`src/rtl/control_fsm.sv`:
```
// Multi-cycle control sequencer for the 8-bit accumulator processor.
// Walks each instruction through fixed phases and drives the datapath strobes.
module control_fsm (
    input  logic       clk,
    input  logic       rst,
    input  logic [2:0] opcode,
    input  logic       acc_z,
    input  logic       go,
    output logic       pc_en,
    output logic       jump,
    output logic       acc_src,
    output logic       acc_wr,
    output logic       mem_rd,
    output logic       mem_wr,
    output logic       halted,
    output logic [2:0] phase,
    output logic [7:0] instr_cnt
);

    typedef enum logic [2:0] {
        ST_ADDR    = 3'd0,
        ST_FETCH   = 3'd1,
        ST_DECODE  = 3'd2,
        ST_OPADDR  = 3'd3,
        ST_OPFETCH = 3'd4,
        ST_EXEC    = 3'd5,
        ST_WB      = 3'd6,
        ST_HALT    = 3'd7
    } state_t;

    localparam logic [2:0] OP_HLT = 3'b000;
    localparam logic [2:0] OP_SKZ = 3'b001;
    localparam logic [2:0] OP_ADD = 3'b010;
    localparam logic [2:0] OP_AND = 3'b011;
    localparam logic [2:0] OP_XOR = 3'b100;
    localparam logic [2:0] OP_LDA = 3'b101;
    localparam logic [2:0] OP_STO = 3'b110;
    localparam logic [2:0] OP_JMP = 3'b111;

    state_t     state_q, state_d;
    logic [2:0] op_q, op_d;
    logic [7:0] cnt_q, cnt_d;
    logic       uses_mem;

    // Reset clears every flop at once, so all state-decoded outputs drop without a clock edge.
    always_ff @(posedge clk or posedge rst) begin
        if (rst) begin
            state_q <= ST_ADDR;
            op_q    <= OP_HLT;
            cnt_q   <= 8'd0;
        end else begin
            state_q <= state_d;
            op_q    <= op_d;
            cnt_q   <= cnt_d;
        end
    end

    assign uses_mem = (op_q == OP_ADD) || (op_q == OP_AND) ||
                      (op_q == OP_XOR) || (op_q == OP_LDA);

    always_comb begin
        state_d = state_q;
        op_d    = op_q;
        cnt_d   = cnt_q;
        pc_en   = 1'b0;
        jump    = 1'b0;
        acc_src = 1'b0;
        acc_wr  = 1'b0;
        mem_rd  = 1'b0;
        mem_wr  = 1'b0;
        halted  = 1'b0;
        case (state_q)
            ST_ADDR:    state_d = ST_FETCH;
            ST_FETCH: begin
                op_d    = opcode;
                state_d = ST_DECODE;
            end
            ST_DECODE:  state_d = (op_q == OP_HLT) ? ST_HALT : ST_OPADDR;
            ST_OPADDR: begin
                mem_rd  = uses_mem;
                state_d = ST_OPFETCH;
            end
            ST_OPFETCH: begin
                mem_rd  = uses_mem;
                state_d = ST_EXEC;
            end
            ST_EXEC: begin
                acc_wr  = uses_mem;
                acc_src = (op_q == OP_LDA);
                mem_wr  = (op_q == OP_STO);
                // Skip increment: the one output that follows an input combinationally.
                pc_en   = (op_q == OP_SKZ) && acc_z;
                state_d = ST_WB;
            end
            ST_WB: begin
                pc_en   = 1'b1;
                jump    = (op_q == OP_JMP);
                cnt_d   = cnt_q + 8'd1;
                state_d = ST_ADDR;
            end
            ST_HALT: begin
                halted = 1'b1;
                if (go) state_d = ST_WB;
            end
            default:    state_d = ST_ADDR;
        endcase
    end

    assign phase     = state_q;
    assign instr_cnt = cnt_q;

endmodule

```
`config.mk`:
```
export PLATFORM = sky130hd
export DESIGN_NAME = control_fsm
export DESIGN_NICKNAME = d
export VERILOG_FILES = /design/src/rtl/control_fsm.sv
export SDC_FILE = /design/constraint.sdc
export NUM_CORES = 1
export LEC_CHECK = 0
export CORE_UTILIZATION = 46
export CTS_BUF_LIST = sky130_fd_sc_hd__clkbuf_8 sky130_fd_sc_hd__clkbuf_16
export CTS_CLUSTER_SIZE = 16
export DETAILED_ROUTE_END_ITERATION = 8
export PLACE_DENSITY = 0.81
export RECOVER_POWER = 50
export SLEW_MARGIN = 10
export SYNTH_ARGS = -nofsm -noshare
export SYNTH_HDL_FRONTEND = slang
export SYNTH_SLANG_ARGS = --single-unit
```
`constraint.sdc`:
```
create_clock -name clk -period 3.6 [get_ports clk]
set_clock_uncertainty 0.2 [all_clocks]
set_input_delay 0.72 -clock clk [delete_from_list [all_inputs] [get_ports clk]]
set_output_delay 0.72 -clock clk [all_outputs]
set_load 0.005 [all_outputs]
```
# Word level (Yosys, flattened, before mapping)
# Index checks and enable logic that the tools add are counted.
[classes] n_addsub=1 eq_ne=15 muxes=10 n_reduce_logical=7
[ops] op="$eq A3 B3 Y1 const B" n=8
[ops] op="$pmux W3 S8" n=1
[ops] op="$eq A3 B2 Y1 const B" n=4
[ops] op="$add A8 B1 Y8 const B" n=1
[ops] op="$eq A3 B1 Y1 const B" n=2
[ops] op="$logic_not A3 Y1" n=2
[ops] op="$mux W1" n=6
[ops] op="$mux W3" n=2
[ops] op="$logic_or A1 B1 Y1" n=3
[ops] op="$ne A2 B2 Y1 const B" n=1
[ops] op="$pmux W1 S2" n=1
[ops] op="$reduce_or A2 Y1" n=1
[ops] op="$logic_and A1 B1 Y1" n=1
[word_totals] reg_bits=14 out_inout_bits=18 elab_cells=36

# Depth between registers and ports, before layout
[logic_depth] ltp_word=5 mapped_depth=4 mapped_depth_nobuf=4

# Least setup slack after synthesis
# OpenSTA, ideal clock, no wires.
[synth_path] kind="in2out" from="input port acc_z" to="output port pc_en" arrival_ps=1152 required_time_ps=2680 slack_ps=1528 path_stages=3 path_cell_list="nor4bb_1 -> a21oi_1 -> nor2_1"
[synth_via] elab_chain_cells=2
[synth_rtl] element="start: declaration" line_no="7" text="input logic acc_z,"
[synth_rtl] element="$logic_and A1 B1 Y1" line_no="92" text="pc_en = (op_q == OP_SKZ) && acc_z;"
[synth_rtl] element="$pmux W1 S2" line_no="72" text="case (state_q)"
[synth_rtl] element="end: declaration" line_no="9" text="output logic pc_en,"
# No other way between the ends.

# Final worst setup path
# Same ends and word-level chain as after synthesis.

==> impl_metrics.csv <==
group,metric,value,unit
min_path,min_to,"instr_cnt[7]",
final_layout,nFillCells,110,
synthesis,synth-xor-area-share,10.84,%
min_path,hp-class,"reg -> reg",
outcome,status,"finished clean",
final_layout,layout_common_cells,"clkdlybuf4s50_1, dfrtp_1, nand3_1, nand2_1, xnor2_1",
worst_setup_path,r2r-start,"phase[0]",
power,p_clk_share,18.8,%
global_route,grt_pass1_wl,2546,um
min_path,hp-start,"instr_cnt[7]",
job,maxCapViolations,0,
clock_network,cts_sinks,14,
global_route,grt-ovfl-total,0,
sta,finalCritPeriodShare,84.70,%
place,post_dp_cell_area,970.9,um2
synthesis,synth_cell_types,27,
sta,setup_violations,0,
power,p_leak,0.4368,nW
power,comb_power_share,40.6,%
synthesis,yosys.area.top_type,"dfrtp_1",
sta,fin_tns_setup,0,ns
min_path,whs_path_depth,1,
drt,drcViolationCount,0,
sta,timing.fmax,0.3280,GHz
worst_setup_path,worstPathArrival,2.13,ns
worst_setup_path,start_kind,"input port",
power,powerDensity,800.7,nW/um2
floorplanning,core,1383,um2
clock_network,cts-buffers-inserted,3,
clock_network,clock-root-buffer,"clkbuf_8",
power,internal-power,0.5272,mW
clock_network,cts_max_level,1,
final_layout,syn2layout_area_growth,39.24,%
sta,min_period,3.049,ns
clock_network,postCtsSetupBuffers,0,
worst_setup_path,end_kind,"output port",
synthesis,synthSimpleGateAreaFrac,25.30,%
synthesis,synth_top_area_share,48.19,%
clock_network,ctsResizeCount,0,
synthesis,synth_fa_ha_area_share,1.721,%
worst_setup_path,critPathKind,"in -> out",
place,place_worst_setup_slack,0.5523,ns
place,placedCellCount,104,
power,switching_power,0.2834,mW
floorplanning,dieArea,1743,um2
drt,first_pass_iters,4,
clock_network,cts-hold-fix-buffers,0,
synthesis,syn_area_per_cell,10.85,um2
worst_setup_path,r2r_end,"op_q[1]",
drt,drt_wl_total,1462,um
power,vdd_drop_max,0.4823,mV
floorplanning,io_pins,25,
final_layout,multi_input_area,340.3,um2
final_layout,finalNonFillerCells,108,
final_layout,seqCellArea,350.3,um2
clock_network,clock_path_buffers,2,
final_layout,final_common_cell,"clkdlybuf4s50_1",
sta,drv_slew,0,
drt,first_iter_violations,8,
clock_network,clk_latency,0.24,ns
synthesis,muxShareOfSynthArea,7.573,%
floorplanning,rows,13,
final_layout,nets,102,
place,gp_congestion,0.6966,
floorplanning,start_util,52.58,%
clock_network,cts.reportedPaths.clkPinSlew,0.06,ns
synthesis,synth_top_family_by_area,"simple AND/OR/NAND/NOR gates",
global_route,grt_pass1_vias,581,
power,power_switching_share,34.96,%
clock_network,cts_tree,"done",
synthesis,ys_seq_area_share,48.19,%
sta,layout_setup_ws,0.5509,ns
worst_setup_path,critPathRequiredTime,2.68,ns
drt,num_vias,582,
synthesis,yosys-top-cells-area,"dfrtp_1, mux2_2, xnor2_1",
final_layout,final_layout_size_suffix_gt1_share,11.83,%
power,seq_power_share,40.6,%
floorplanning,fp.dieW,41.76,um
floorplanning,die_y,41.76,um
place,dp_hpwl,1034,um
sta,rsz0062_at_grt,"no",
global_route,grt_max_degree,15,
worst_setup_path,cp_max_fo,1,
sta,tightest_slew,0.5104,ns
sta,relSlewSlack,65.94,%
sta,hold_viol,0,
synthesis,synth_compound_area_share,3.270,%
final_layout,antennaDiodeCount,0,
synthesis,synth-seq-cells,14,
drt,wl_per_cell,13.54,um
global_route,antenna_found_initial,0,
worst_setup_path,reg2reg_slack,1.97,ns
place,io_buffers,24,
global_route,grt_usage,19.07,%
drt,ant_nets,0,
drt,viasPerCell,5.389,
final_layout,stdcell_area,1012,um2
synthesis,syn_inst,67,
synthesis,syn_area,726.9,um2
synthesis,syn_nets,75,
worst_setup_path,r2r_cells,3,
synthesis,yosysWarnings,0,
## power groups by stage
stage	clock [mW]	sequential [mW]	combinational, mW
6_report	0.152	0.329	0.329
5_1_grt	0.162	0.342	0.366
2_1_floorplan	0	0.296	0.220
3_3_place_gp	0	0.334	0.332
3_5_place_dp	0	0.335	0.340
4_1_cts	0.154	0.334	0.344
## cells in the mapped netlist
library cell and number:
dfrtp_1 14, nand2_1 5, nand3_1 5, xnor2_1 5
mux2_2 4, nor2_1 4, xor2_1 4, nor3_1 3
buf_4 2, nor2b_1 2, nor4bb_1 2, o21ai_0 2
a21oi_1 1, a21oi_2 1, and2_2 1, and3_1 1
and3_2 1, and4b_2 1, ha_1 1, inv_1 1
inv_2 1, mux2i_1 1, nand2b_1 1, nand3b_4 1
nand4_1 1, nor4_1 1, or3_1 1
## area by class of cell
cell class	instances	area share [%]
Sequential cell	14	34.61
Timing Repair Buffer	24	23.73
Clock buffer	4	5.439
Multi-Input combinational cell	49	33.62
Inverter	2	0.7417
Tap cell	15	1.854
## cell families (layout without fill, tap and decap cells)
| group | after synthesis | after routing |
|---|---|---|
| AOI/OAI and AO/OA | 4 | 4 |
| DFF | 14 | 14 |
| adders and majority gates | 1 | 1 |
| and+or+nand+nor | 30 | 30 |
| buffers and inverters | 4 | 30 |
| xor gates and xnor gates | 9 | 9 |
| muxes | 5 | 5 |
## stage by stage
step	total power, mW	utilization [%]	hold slack [ns]
floorplan	0.5157	-	0.2647
global placement	0.6653	70.23	0.2542
detailed placement	0.6757	70.23	0.2616
CTS	0.8318	74.21	0.2692
global route	0.8695	73.21	0.2955
finish	0.8105	73.21	0.2626
## worst max-delay path by stage
| stage | from | endpoint | depth (start not counted) |
|---|---|---|---|
| 6_report | acc_z | pc_en | 5 |
| 4_1_cts | acc_z | pc_en | 5 |
| 3_5_place_dp | acc_z | pc_en | 5 |
| 2_1_floorplan | acc_z | pc_en | 3 |
| 3_3_place_gp | acc_z | pc_en | 5 |
| 5_1_grt | acc_z | pc_en | 5 |
## flip-flops by register name, summed over array words and instances, names as in the netlist
register,cells
instr_cnt,8
op_q,3
phase,3
## critical path: stages
cell and delay [ns]:
clkdlybuf4s50_1 0.45, nor4bb_1 0.27, a21oi_1 0.10, nor2_1 0.09
clkdlybuf4s50_1 0.50
## per-layer routing
metal / share of wire [%] / track usage, % / routed length, um
met1: 46 / 23.03 / 667
met3: 4.5 / 4.348 / 66
met4: 3.0 / 9.677 / 44
met2: 47 / 31.56 / 683
met5: 0 / 0 / 0
Power figures use the tool's default switching activity.
